==> config.mk <==
export PLATFORM = sky130hd
export DESIGN_NAME = demux32_1to2_buf
export DESIGN_NICKNAME = d
export VERILOG_FILES = /design/src/rtl/demux32_1to2_buf.sv
export SDC_FILE = /design/constraint.sdc
export NUM_CORES = 1
export LEC_CHECK = 0
export BUFFER_PORTS_ARGS = -buffer_cell sky130_fd_sc_hd__buf_2
export CELL_PAD_IN_SITES_DETAIL_PLACEMENT = 1
export CELL_PAD_IN_SITES_GLOBAL_PLACEMENT = 2
export CORE_ASPECT_RATIO = 0.8
export CORE_MARGIN = 10
export CORE_UTILIZATION = 32
export DETAILED_ROUTE_END_ITERATION = 7
export MAX_ROUTING_LAYER = met4
export PLACE_DENSITY = 0.85
export REMOVE_ABC_BUFFERS = 1
export SLEW_MARGIN = 20
export SYNTH_ARGS = -nofsm -noshare
export SYNTH_HDL_FRONTEND = slang
export SYNTH_SLANG_ARGS = --single-unit
==> constraint.sdc <==
create_clock -name clk -period 1.7 [get_ports clk]
set_input_delay 0.085 -clock clk [delete_from_list [all_inputs] [get_ports clk]]
set_output_delay 0.085 -clock clk [all_outputs]
set_load 0.1 [all_outputs]
==> src/rtl/demux32_1to2_buf.sv <==
// Purpose: registered 1-to-2 word demux with per-lane zeroing and per-port delivery counters.
// Latency: 1 cycle from input accept to outX_valid; in_ready is combinational.
// Backpressure: each port holds one word; a full, stalled port deasserts in_ready for words steered to it.
module demux32_1to2_buf #(
  parameter int WIDTH = 32,  // must be a multiple of 8
  parameter int CNT_W = 8
) (
  input  logic               clk,
  input  logic               rst_n,
  input  logic               in_valid,
  output logic               in_ready,
  input  logic [WIDTH-1:0]   in_data,
  input  logic               select,
  input  logic [WIDTH/8-1:0] byte_en,
  output logic               out0_valid,
  input  logic               out0_ready,
  output logic [WIDTH-1:0]   out0_data,
  output logic               out1_valid,
  input  logic               out1_ready,
  output logic [WIDTH-1:0]   out1_data,
  input  logic               clr_cnt,
  output logic [CNT_W-1:0]   cnt0,
  output logic [CNT_W-1:0]   cnt1
);

  localparam int NB = WIDTH / 8;

  typedef enum logic {
    ST_EMPTY = 1'b0,
    ST_FULL  = 1'b1
  } port_st_t;

  port_st_t         r_st0, r_st1;
  port_st_t         w_st0_nxt, w_st1_nxt;
  logic [WIDTH-1:0] r_data0, r_data1;
  logic [CNT_W-1:0] r_cnt0, r_cnt1;
  logic [WIDTH-1:0] w_masked;
  logic             w_accept, w_load0, w_load1, w_drain0, w_drain1;

  // Lane mask applied to the incoming word only; held words are never re-masked.
  always_comb begin
    w_masked = '0;
    for (int i = 0; i < NB; i++) begin
      if (byte_en[i]) begin
        w_masked[8*i +: 8] = in_data[8*i +: 8];
      end
    end
  end

  assign out0_valid = (r_st0 == ST_FULL);
  assign out1_valid = (r_st1 == ST_FULL);
  assign out0_data  = r_data0;
  assign out1_data  = r_data1;
  assign cnt0       = r_cnt0;
  assign cnt1       = r_cnt1;

  assign w_drain0 = out0_valid && out0_ready;
  assign w_drain1 = out1_valid && out1_ready;

  // Selected port can take a word if empty or draining this cycle; held low during reset.
  always_comb begin
    in_ready = 1'b0;
    if (rst_n) begin
      if (select) begin
        in_ready = !out1_valid || out1_ready;
      end else begin
        in_ready = !out0_valid || out0_ready;
      end
    end
  end

  assign w_accept = in_valid && in_ready;
  assign w_load0  = w_accept && !select;
  assign w_load1  = w_accept && select;

  // Per-port next state: a load wins over a drain so back-to-back words keep valid high.
  always_comb begin
    w_st0_nxt = r_st0;
    w_st1_nxt = r_st1;
    if (w_load0) begin
      w_st0_nxt = ST_FULL;
    end else if (w_drain0) begin
      w_st0_nxt = ST_EMPTY;
    end
    if (w_load1) begin
      w_st1_nxt = ST_FULL;
    end else if (w_drain1) begin
      w_st1_nxt = ST_EMPTY;
    end
  end

  // Port state registers.
  always_ff @(posedge clk or negedge rst_n) begin
    if (!rst_n) begin
      r_st0 <= ST_EMPTY;
      r_st1 <= ST_EMPTY;
    end else begin
      r_st0 <= w_st0_nxt;
      r_st1 <= w_st1_nxt;
    end
  end

  // Holding registers load only on accept; a drained word's data is kept.
  always_ff @(posedge clk or negedge rst_n) begin
    if (!rst_n) begin
      r_data0 <= '0;
      r_data1 <= '0;
    end else begin
      if (w_load0) begin
        r_data0 <= w_masked;
      end
      if (w_load1) begin
        r_data1 <= w_masked;
      end
    end
  end

  // Delivery counters: count completed output handshakes, clear has priority, wrap naturally.
  always_ff @(posedge clk or negedge rst_n) begin
    if (!rst_n) begin
      r_cnt0 <= '0;
      r_cnt1 <= '0;
    end else if (clr_cnt) begin
      r_cnt0 <= '0;
      r_cnt1 <= '0;
    end else begin
      if (w_drain0) begin
        r_cnt0 <= r_cnt0 + 1'b1;
      end
      if (w_drain1) begin
        r_cnt1 <= r_cnt1 + 1'b1;
      end
    end
  end

endmodule

==> metrics <==
routability cong. 0.736; CTS tree built; post-synthesis register bit count 82; crit-path cells dlygate4sd3_1 -> buf_4 -> buf_4 -> o211a_1 -> buf_2; first-pass GRT wire length 15,500 um; layout cells sized above 1 0.528; worst hold-check path type in -> reg; dpl ws 0.181 ns; Clock Power Share 0.267; f_max 0.637 GHz; Initial DRC Count 87; final wirelength 9720 um; pwr/cell area 1530 nW/um^2; Avg WL per Cell 18.0 um; worst slew pin tran 0.683 ns; post-synthesis sequential area ratio 0.588; Post-Synthesis Cells 259; Synth area leader dfrtp_1; most frequently used flop master after synthesis dfrtp_1; Die X 137 um; Max stage delay cell, worst path dlygate4sd3_1; CP required 1.62 ns; worst skew pair latency 0.32 ns; status complete, no violations; Pint 3.84 mW; crit path time final 1.57 ns; post-synth top area share 0.588; core area 10,800 sq um; Ys Warns 0; routed via count 2,543; Rel. slew slack 0.545; Final ANT Viol Nets 0; Comb power frac 0.397; sequential power share 0.336; ys async rst share 1.00; multi-input logic area 1360 sq um; vias per inst 4.70; drt pass-1 iters 4; Setup Skew 0.00412 ns; cell mode on critical path buf_4; final hold vios 0; Initial Utilization 0.324; Sw Share 0.454; IO buf count 125; P_sw 3.19 mW; # rows 34; sequential cell area 2050 sq um; P_leak 2.33 nW; Syn Std Cell Area 3490 sq um; htree depth 3; global route total overflow 0; PnR worst setup slack 0.131 ns; fin nets 437; Max FO, Critical Path 4; number of sinks on the clock net 82; Max Cap Viol 0; vias in the first global route 2,920; RSZ-0062 raised after global routing no; Clock Pin Slew Worst Setup and Hold Paths 0.06 ns; Synth-to-Final Area Change 31.7%; synth top area cells dfrtp_1 (59%), mux2_2 (20%), and2_1 (5.7%), a21oi_1 (1.7%), buf_6 (1.6%); CTS root buffer clkbuf_16; DP HPWL 7270 um; fill count 1,193; DR DRC count 0; CP Launch Type input pin; IO Pins 126; synth unique cells 27; Max VDD drop 0.669 mV; initial antenna violation count 0; Avg Inst Size Synth 13.5 sq um; CP peak stage delay 0.57 ns; Die ar. 15,500 sq um; largest net degree at the start of global routing 54; CP endpoint kind output port; Clock Path Buffers 2; cts bufs inserted 9; chip height 113 um; Tcrit/Tclk final 0.923; final core occ 0.427; gr usage total 0.130; EDFF count, synth 0; Crit path arrival time 1.48 ns; critical path class in -> out; Final setup viols 0; Slew Viols, Final 0
cell usage after synthesis, types with 2 or more instances:
master and count:
nand4_1 4, buf_6 5, xnor2_1 2, mux2_2 63
clkbuf_1 2, or3_1 6, or4_1 4, inv_1 2
and3_1 2, nand2_1 8, dfrtp_1 82, o21ai_0 7
ha_1 2, nand2b_1 2, and2_1 32, xor2_1 2
nor2_1 4, a21oi_1 12, o31ai_1 4, nand3_1 7
timing repair:
item                      CTS  global route
hold buffers                2             0
resized for setup           0             0
hold endpoints to repair   82             0
buffers inserted            0             0
critical path, delay by kind of cell:
| family | cells | cell delay, ns |
|---|---|---|
| buffers and inverters | 4 | 1.25 |
| AO/OA/AOI/OAI | 1 | 0.14 |
layout by cell type (no fill, tap or decap):
| cell type | synthesis | routed |
|---|---|---|
| ha_1 | 2 | 2 |
| nor2_1 | 4 | 4 |
| nand2b_1 | 2 | 2 |
| diode_2 | 0 | 1 |
| buf_4 | 0 | 3 |
| nand2_1 | 8 | 8 |
| nand4_1 | 4 | 4 |
| or3_1 | 6 | 6 |
| o31ai_1 | 4 | 4 |
| buf_2 | 0 | 124 |
| dlygate4sd3_1 | 0 | 1 |
| mux2_2 | 63 | 63 |
| mux2_4 | 1 | 1 |
| nand3b_1 | 1 | 1 |
| bufinv_16 | 0 | 1 |
| inv_1 | 2 | 2 |
| o211a_1 | 1 | 1 |
| buf_12 | 0 | 3 |
| nand3_1 | 7 | 7 |
| nor2b_4 | 0 | 1 |
| and3_1 | 2 | 2 |
| xnor2_1 | 2 | 2 |
| clkbuf_8 | 1 | 1 |
| nor3b_4 | 1 | 1 |
| clkbuf_1 | 2 | 2 |
| xor2_1 | 2 | 2 |
| clkbuf_16 | 0 | 9 |
| o21ai_0 | 7 | 7 |
| clkinv_2 | 0 | 2 |
| a21oi_1 | 12 | 12 |
| and2_1 | 32 | 32 |
| dfrtp_1 | 82 | 82 |
| or4_1 | 4 | 4 |
flip-flops by register name, summed over array words and instances, names as in the netlist:
name	count
out0_data	32
out1_data	32
cnt0	8
cnt1	8
out0_valid	1
out1_valid	1
power groups by stage:
| stage | clock (mW) | sequential (mW) | combinational [mW] |
|---|---|---|---|
| floorplan | 0 | 4.33 | 0.330 |
| global placement | 0 | 2.39 | 2.78 |
| detailed placement | 0 | 2.40 | 2.81 |
| CTS | 1.94 | 2.37 | 2.82 |
| global route | 2.04 | 2.40 | 2.89 |
| finish | 1.88 | 2.37 | 2.79 |
through the flow:
step | power (mW) | TNS [ns] | instances | hold WS [ns] | instance area, sq um
after CTS | 7.13 | 0 | 540 | 0.0534 | 4600
after global routing | 7.33 | 0 | 540 | 0.0663 | 4600
after detailed placement | 5.21 | 0 | 523 | 0.165 | 4280
final | 7.04 | 0 | 541 | 0.0654 | 4600
after global placement | 5.17 | 0 | 523 | 0.161 | 4280
after floorplan | 4.66 | -70.11 | 250 | -0.211 | 3410
path summary, 6_finish.rpt:
path | start | end | slack, ns | cells after the start
max | rst_n | in_ready | 0.13 | 5
min | out0_ready | cnt0[1] | 0.07 | 3
max reg2reg | out0_valid | out0_data[31] | 0.17 | 4
min reg2reg | out1_data[15] | out1_data[15] | 0.50 | 1
max in group asynchronous | rst_n | out1_data[10] | 0.71 | 3
min in group asynchronous | rst_n | out0_valid | 0.43 | 4
cell type report:
type / count / share of cell area
sequential: 82 / 0.446
multi-input combinational: 166 / 0.295
timing repair buffer: 131 / 0.155
clock buffer: 12 / 0.0536
tap: 144 / 0.0392
clock inverter: 3 / 0.00871
inverter: 2 / 0.00163
antenna: 1 / 0.000544
layer usage:
| metal | GRT usage | wire, um | vias up |
|---|---|---|---|
| met5 | - | 0 | - |
| met4 | 0.0295 | 85 | 0 |
| met3 | 0.0514 | 816 | 7 |
| met2 | 0.215 | 4680 | 79 |
| met1 | 0.145 | 4150 | 1283 |
| li1 | - | - | 1174 |
logic make-up (layout without fill, tap and decap cells):
kind of cell,Yosys count,after routing,share of synthesized area
DFF,82,82,0.588
and+or+nand+nor,72,72,0.123
muxes,64,64,0.207
AOI/OAI and AO/OA,24,24,0.0387
buffers and inverters,11,148,0.0258
xor gates and xnor gates,4,4,0.0100
adders and majority gates,2,2,0.00716
other,0,1,0
Note: power is estimated with default switching activity, not from simulation.
